File: src/rtl/branch_outcome_queue_if.sv
// ----------------------------------------------------------------------------
// branch_outcome_queue_if
//   Bundles the prediction enqueue handshake, the resolution handshake, the
//   predictor update pulse and the statistics outputs of branch_outcome_queue.
//   slave  : the queue itself (accepts predictions/resolutions, drives status)
//   master : the surrounding pipeline (offers predictions/resolutions)
// Signals
//   pred_valid/pred_taken/pred_ready : prediction enqueue handshake
//   res_valid/res_taken/res_ready    : resolution (dequeue) handshake
//   result/taken                     : one-cycle predictor update pulse + outcome
//   mispredict/res_err               : one-cycle event pulses
//   count                            : current occupancy (PTR_W+1 bits)
//   branch_cnt/mispred_cnt           : saturating statistics (CNT_W bits)
// ----------------------------------------------------------------------------
interface branch_outcome_queue_if #(
  parameter int PTR_W = 2,
  parameter int CNT_W = 16
);
  logic             pred_valid;
  logic             pred_taken;
  logic             pred_ready;
  logic             res_valid;
  logic             res_taken;
  logic             res_ready;
  logic             result;
  logic             taken;
  logic             mispredict;
  logic             res_err;
  logic [PTR_W:0]   count;
  logic [CNT_W-1:0] branch_cnt;
  logic [CNT_W-1:0] mispred_cnt;

  modport slave (
    input  pred_valid, pred_taken, res_valid, res_taken,
    output pred_ready, res_ready, result, taken, mispredict, res_err,
           count, branch_cnt, mispred_cnt
  );

  modport master (
    output pred_valid, pred_taken, res_valid, res_taken,
    input  pred_ready, res_ready, result, taken, mispredict, res_err,
           count, branch_cnt, mispred_cnt
  );
endinterface

File: src/rtl/branch_outcome_queue.sv
// ----------------------------------------------------------------------------
// branch_outcome_queue
//   In-order queue of in-flight branch predictions. Each accepted prediction
//   is held until its branch resolves; the resolution is compared against the
//   stored direction, producing a one-cycle predictor update pulse and, on a
//   mismatch, a mispredict pulse plus a flush of every younger entry.
//   Saturating counters track resolved and mispredicted branches.
// Ports
//   i_clk   : rising-edge clock
//   i_rst_n : synchronous active-low reset
//   bus     : branch_outcome_queue_if.slave (handshakes, pulses, statistics)
// ----------------------------------------------------------------------------
module branch_outcome_queue #(
  parameter int DEPTH = 4,
  parameter int PTR_W = 2,
  parameter int CNT_W = 16
) (
  input  logic                   i_clk,
  input  logic                   i_rst_n,
  branch_outcome_queue_if.slave  bus
);

  localparam logic [PTR_W:0]   COUNT_FULL = (PTR_W+1)'(DEPTH);
  localparam logic [CNT_W-1:0] CNT_MAX    = '1;

  logic [DEPTH-1:0] r_mem;
  logic [PTR_W-1:0] r_wr_ptr;
  logic [PTR_W-1:0] r_rd_ptr;
  logic [PTR_W:0]   r_count;
  logic             r_result;
  logic             r_taken;
  logic             r_mispredict;
  logic             r_res_err;
  logic [CNT_W-1:0] r_branch_cnt;
  logic [CNT_W-1:0] r_mispred_cnt;

  logic             w_pred_ready;
  logic             w_res_ready;
  logic             w_push;
  logic             w_pop;
  logic             w_head;
  logic             w_miss;
  logic [PTR_W:0]   w_count_next;

  // Readiness depends on occupancy alone so neither handshake can form a
  // combinational loop through the valid inputs.
  assign w_pred_ready = (r_count != COUNT_FULL);
  assign w_res_ready  = (r_count != '0);

  assign w_push = bus.pred_valid && w_pred_ready;
  assign w_pop  = bus.res_valid  && w_res_ready;
  assign w_head = r_mem[r_rd_ptr];
  assign w_miss = w_pop && (bus.res_taken != w_head);

  // A mispredict empties the queue, including any push accepted this cycle.
  always_comb begin
    w_count_next = r_count;
    if (w_miss) begin
      w_count_next = '0;
    end else begin
      w_count_next = r_count + {{PTR_W{1'b0}}, w_push} - {{PTR_W{1'b0}}, w_pop};
    end
  end

  // Storage needs no reset; entries are only read while counted as valid.
  always_ff @(posedge i_clk) begin
    if (w_push) begin
      r_mem[r_wr_ptr] <= bus.pred_taken;
    end
  end

  always_ff @(posedge i_clk) begin
    if (!i_rst_n) begin
      r_wr_ptr      <= '0;
      r_rd_ptr      <= '0;
      r_count       <= '0;
      r_result      <= 1'b0;
      r_taken       <= 1'b0;
      r_mispredict  <= 1'b0;
      r_res_err     <= 1'b0;
      r_branch_cnt  <= '0;
      r_mispred_cnt <= '0;
    end else begin
      r_count   <= w_count_next;
      r_result  <= w_pop;
      r_taken   <= w_pop ? bus.res_taken : 1'b0;
      r_mispredict <= w_miss;
      r_res_err <= bus.res_valid && !w_res_ready;

      // On a flush the write pointer holds (dropping a same-cycle push) and
      // the read pointer jumps to it, leaving the queue empty.
      if (w_miss) begin
        r_rd_ptr <= r_wr_ptr;
      end else begin
        if (w_push) r_wr_ptr <= r_wr_ptr + PTR_W'(1);
        if (w_pop)  r_rd_ptr <= r_rd_ptr + PTR_W'(1);
      end

      if (w_pop && (r_branch_cnt != CNT_MAX)) begin
        r_branch_cnt <= r_branch_cnt + CNT_W'(1);
      end
      if (w_miss && (r_mispred_cnt != CNT_MAX)) begin
        r_mispred_cnt <= r_mispred_cnt + CNT_W'(1);
      end
    end
  end

  assign bus.pred_ready  = w_pred_ready;
  assign bus.res_ready   = w_res_ready;
  assign bus.result      = r_result;
  assign bus.taken       = r_taken;
  assign bus.mispredict  = r_mispredict;
  assign bus.res_err     = r_res_err;
  assign bus.count       = r_count;
  assign bus.branch_cnt  = r_branch_cnt;
  assign bus.mispred_cnt = r_mispred_cnt;

endmodule
File: src/flat_wrapper.sv
// flat-port wrapper written by rule: the top's interface ports become plain ports
module branch_outcome_queue_flat 
#(
  parameter int DEPTH = 4,
  parameter int PTR_W = 2,
  parameter int CNT_W = 16
)
  (i_clk, i_rst_n, bus_pred_valid, bus_pred_taken, bus_res_valid, bus_res_taken, bus_pred_ready, bus_res_ready, bus_result, bus_taken, bus_mispredict, bus_res_err, bus_count, bus_branch_cnt, bus_mispred_cnt);
  branch_outcome_queue_if #(.PTR_W(PTR_W), .CNT_W(CNT_W)) bus_i ();
  input  logic i_clk;
  input  logic i_rst_n;
  input wire logic [$bits(bus_i.pred_valid)-1:0] bus_pred_valid;
  input wire logic [$bits(bus_i.pred_taken)-1:0] bus_pred_taken;
  input wire logic [$bits(bus_i.res_valid)-1:0] bus_res_valid;
  input wire logic [$bits(bus_i.res_taken)-1:0] bus_res_taken;
  output wire logic [$bits(bus_i.pred_ready)-1:0] bus_pred_ready;
  output wire logic [$bits(bus_i.res_ready)-1:0] bus_res_ready;
  output wire logic [$bits(bus_i.result)-1:0] bus_result;
  output wire logic [$bits(bus_i.taken)-1:0] bus_taken;
  output wire logic [$bits(bus_i.mispredict)-1:0] bus_mispredict;
  output wire logic [$bits(bus_i.res_err)-1:0] bus_res_err;
  output wire logic [$bits(bus_i.count)-1:0] bus_count;
  output wire logic [$bits(bus_i.branch_cnt)-1:0] bus_branch_cnt;
  output wire logic [$bits(bus_i.mispred_cnt)-1:0] bus_mispred_cnt;
  assign bus_i.pred_valid = bus_pred_valid;
  assign bus_i.pred_taken = bus_pred_taken;
  assign bus_i.res_valid = bus_res_valid;
  assign bus_i.res_taken = bus_res_taken;
  assign bus_pred_ready = bus_i.pred_ready;
  assign bus_res_ready = bus_i.res_ready;
  assign bus_result = bus_i.result;
  assign bus_taken = bus_i.taken;
  assign bus_mispredict = bus_i.mispredict;
  assign bus_res_err = bus_i.res_err;
  assign bus_count = bus_i.count;
  assign bus_branch_cnt = bus_i.branch_cnt;
  assign bus_mispred_cnt = bus_i.mispred_cnt;
  branch_outcome_queue #(.DEPTH(DEPTH), .PTR_W(PTR_W), .CNT_W(CNT_W)) u_core (.i_clk(i_clk), .i_rst_n(i_rst_n), .bus(bus_i));
endmodule
File: config.mk
export PLATFORM = sky130hd
export DESIGN_NAME = branch_outcome_queue_flat
export DESIGN_NICKNAME = d
export VERILOG_FILES = /design/src/rtl/branch_outcome_queue_if.sv /design/src/rtl/branch_outcome_queue.sv /design/src/flat_wrapper.sv
export SDC_FILE = /design/constraint.sdc
export NUM_CORES = 1
export LEC_CHECK = 0
export ABC_CLOCK_PERIOD_IN_PS = 2350
export CORE_ASPECT_RATIO = 0.6
export CORE_MARGIN = 3
export CORE_UTILIZATION = 46
export DETAILED_ROUTE_END_ITERATION = 10
export PLACE_DENSITY = 0.76
export SETUP_SLACK_MARGIN = 0.1
export SYNTH_ARGS = -nofsm -noshare
export SYNTH_HDL_FRONTEND = slang
export SYNTH_SLANG_ARGS = --single-unit
File: constraint.sdc
create_clock -name i_clk -period 2.35 [get_ports i_clk]
set_clock_uncertainty 0.15 [all_clocks]
set_input_delay 0.47 -clock i_clk [delete_from_list [all_inputs] [get_ports i_clk]]
set_output_delay 0.47 -clock i_clk [all_outputs]
set_load 0.01 [all_outputs]
==> metrics.log <==
INFO  metric outcome = completed
INFO  metric timing.final.crit_share = 99.0%
INFO  metric crit_arrival = 2.36 ns
INFO  metric post-route-min-period = 2.33 ns
INFO  metric ys_ff_latch = 47
INFO  metric setup_repair_after_global_routing_missed_its_margin = yes
INFO  metric io_buffer_count = 46
INFO  metric ant_nets = 0
INFO  metric worstPathCellList = mux4_2 > xnor2_4 > or3_4 > buf_6 > o211ai_1 > o41ai_2
INFO  metric grt_pass1_vias = 1,908
INFO  metric cp_slowest_cell = mux4_2
INFO  metric total_power = 2.47 mW
INFO  metric finish.net_count = 350
INFO  metric nFillCells = 370
INFO  metric mostFrequentLayoutCell = clkdlybuf4s50_1
INFO  metric register_area = 988 um^2
INFO  metric synth_ff_type = dfxtp_1
INFO  metric antenna_found_initial = 0
INFO  metric global_placer_s_final_weighted_congestion = 0.880
INFO  metric clkTransAtPathRegs = 0.09 ns
INFO  metric postSynthNetCount = 271
INFO  metric top_level_ports = 47
INFO  metric cp.required = 2.38 ns
INFO  metric drc_errors = 0
INFO  metric pre_cts_ws = -0.167 ns
INFO  metric worst-slew-pin-transition = 0.492 ns
INFO  metric hold_slack = 0.356 ns
INFO  metric ys_warn_count = 0
INFO  metric die-width = 96.5 um
INFO  metric post_synthesis_instance_area = 0.00226 mm^2
INFO  metric clkLatencyLatePin = 0.31 ns
INFO  metric power_density = 750 mW/mm^2
INFO  metric critPathKind = flip-flop to flip-flop
INFO  metric peakVddDrop = 0.000537 V
INFO  metric min_path_type = flip-flop to flip-flop
INFO  metric yosys.cell_types.count = 44
INFO  metric synthCells = 256
INFO  metric setup_violations = 0
INFO  metric floorplan.die.height = 60.3 um
INFO  metric timing_max_transition_violations_final = 0
INFO  metric critPathCaptureType = flip-flop
INFO  metric crit_path_max_incr_delay = 0.54 ns
INFO  metric tritoncts = built
INFO  metric synth-edff-count = 4
INFO  metric drt-initial-drc-count = 141
INFO  metric global_route_wire_length_before_repair = 9000 um
INFO  metric postSynthAreaPerCell = 8.83 um^2
INFO  metric postLayoutCoreUtil = 70.6%
INFO  metric post_route_cells_drive_above_1_share = 20.2%
INFO  metric antenna_cells = 0
INFO  metric start_util = 48.5%
INFO  metric layout-area-overhead-vs-synth = 45.6%
INFO  metric leakage_power_summed_over_all_cells = 1.14 nW
INFO  metric core_area = 0.00466 mm^2
INFO  metric grt_start_max_net_pins = 33
INFO  metric setup.worst_path.start_class = flip-flop
INFO  metric globalRoute.totalOverflow = 0
INFO  metric totalWireLength = 6230 um
INFO  metric floorplan.die_area = 0.00582 mm^2
INFO  metric maxClockFrequency = 0.430 GHz
INFO  metric slew-limit-headroom = 66.4%
INFO  metric postSynth.asyncResetShare = 0%
INFO  metric detailedPlacementHpwl = 4200 um
INFO  metric mostFrequentLayoutCells = clkdlybuf4s50_1, dfxtp_1, nor2_1
INFO  metric synth.yosys.seq_area_share = 43.4%
INFO  metric vias = 2,204
INFO  metric dpl_cell_area = 0.00304 mm^2
INFO  metric drt_pre_antenna_iters = 4
INFO  metric ctsLongestPathBuffers = 2
INFO  metric cts_max_level = 2
INFO  metric finalHoldViolations = 0
INFO  metric cts-hold-fix-buffers = 0
INFO  metric multi_input_area = 0.00134 mm^2
INFO  metric grt.total_usage = 20.3%
INFO  metric drt-wirelength-per-cell = 15.6 um
INFO  metric tritoncts.num_buffers = 5
INFO  metric maxCapViolCount = 0
INFO  metric drt-vias-per-instance = 5.52
INFO  metric rows = 19
INFO  metric clk_root_buffer_cell = clkbuf_8
INFO  metric tritoncts_num_sinks = 47
INFO  metric cp_max_fo = 5
INFO  metric post-route-cell-area = 0.00329 mm^2
INFO  metric finalWorstSetupSlack = 0.0232 ns
==> power breakdown <==
part           switching, mW  internal, mW
registers             0.0658         0.892
clock network          0.286         0.317
logic                  0.430         0.478
==> sequential cells by signal, summed over array words and instances (netlist names) <==
| signal | count |
|---|---|
| u_core.bus.branch_cnt | 16 |
| u_core.bus.count | 3 |
| u_core.bus.mispred_cnt | 16 |
| u_core.bus.mispredict | 1 |
| u_core.bus.res_err | 1 |
| u_core.bus.result | 1 |
| u_core.bus.taken | 1 |
| u_core.r_mem | 4 |
| u_core.r_rd_ptr | 2 |
| u_core.r_wr_ptr | 2 |
==> per-stage QoR <==
step                      instances  setup TNS, ns
after floorplan                 256              0
after global placement          384         -0.785
after detailed placement        384          -1.06
after CTS                       396              0
after global routing            399        -0.0948
final                           399              0
==> path summary, 6_finish.rpt <==
path                                                        startpoint                                 endpoint  slack [ns]  cells past startpoint
worst min-delay path            u_core.bus.mispred_cnt[1]$_SDFFE_PN0P_   u_core.bus.mispred_cnt[1]$_SDFFE_PN0P_        0.36                      2
worst min register to register  u_core.bus.mispred_cnt[1]$_SDFFE_PN0P_   u_core.bus.mispred_cnt[1]$_SDFFE_PN0P_        0.36                      2
worst max-delay path                         u_core.r_mem[2]$_DFFE_PP_  u_core.bus.mispred_cnt[14]$_SDFFE_PN0P_        0.02                      6
worst max register to register               u_core.r_mem[2]$_DFFE_PP_  u_core.bus.mispred_cnt[14]$_SDFFE_PN0P_        0.02                      6
==> critical path, delay by kind of cell, from the launching register on <==
family	cells	cell delay, ns
and+or+nand+nor	1	0.43
muxes	1	0.54
xor gates and xnor gates	1	0.17
AOI/OAI and AO/OA	2	0.37
DFF	1	0.40
buffers and inverters	1	0.13
==> layout make-up <==
cell class / count / share of cell area (%)
multi-input cells: 190 / 40.6
inverters: 11 / 1.48
well taps: 63 / 2.39
flip-flops and latches: 47 / 30.0
repair buffers: 80 / 22.1
clock inverters: 3 / 1.33
clock buffers: 5 / 2.09
==> metal layers <==
metal	share of wire (%)	GRT usage (%)	up-vias
li1	-	-	1065
met1	47	29.1	1038
met2	43	28.3	90
met3	7.6	5.16	11
met4	1.9	9.98	0
met5	0	0	-
==> synth_stat cells, drive strengths merged, types with 3 or more instances <==
| cell type | n | area, um^2 |
|---|---|---|
| or3 | 4 | 25.0 |
| nor4 | 9 | 56.3 |
| and3 | 3 | 18.8 |
| nand4 | 9 | 56.3 |
| xnor2 | 21 | 191 |
| dfxtp | 43 | 861 |
| edfxtp | 4 | 120 |
| inv | 9 | 33.8 |
| a21oi | 11 | 55.1 |
| o21ai | 9 | 45.0 |
| a211oi | 3 | 22.5 |
| clkbuf | 8 | 31.3 |
| nand2 | 22 | 82.6 |
| o21a | 3 | 22.5 |
| nand3 | 15 | 75.1 |
| mux2i | 3 | 30.0 |
| xor2 | 3 | 26.3 |
| nand4b | 3 | 26.3 |
| and2 | 4 | 25.0 |
| nor2 | 32 | 120 |
| ha | 8 | 100 |
| nor3 | 6 | 30.0 |
==> kinds of logic after synthesis <==
logic type	share of synthesized area (%)
compound gates	10.8
xor+xnor	9.63
fa+ha+maj	5.31
buf+inv	3.43
flops	43.4
mux	2.32
simple gates	25.1
==> timing repair <==
| item | in CTS | in global routing |
|---|---|---|
| setup endpoints to repair | 6 | 13 |
| endpoints found under the hold margin | 0 | 0 |
| pin swaps | 5 | 11 |
| buffers inserted | 4 | 2 |
| resized for setup | 3 | 15 |
| cloned | 0 | 1 |
Note: power is estimated with default switching activity, not from simulation.
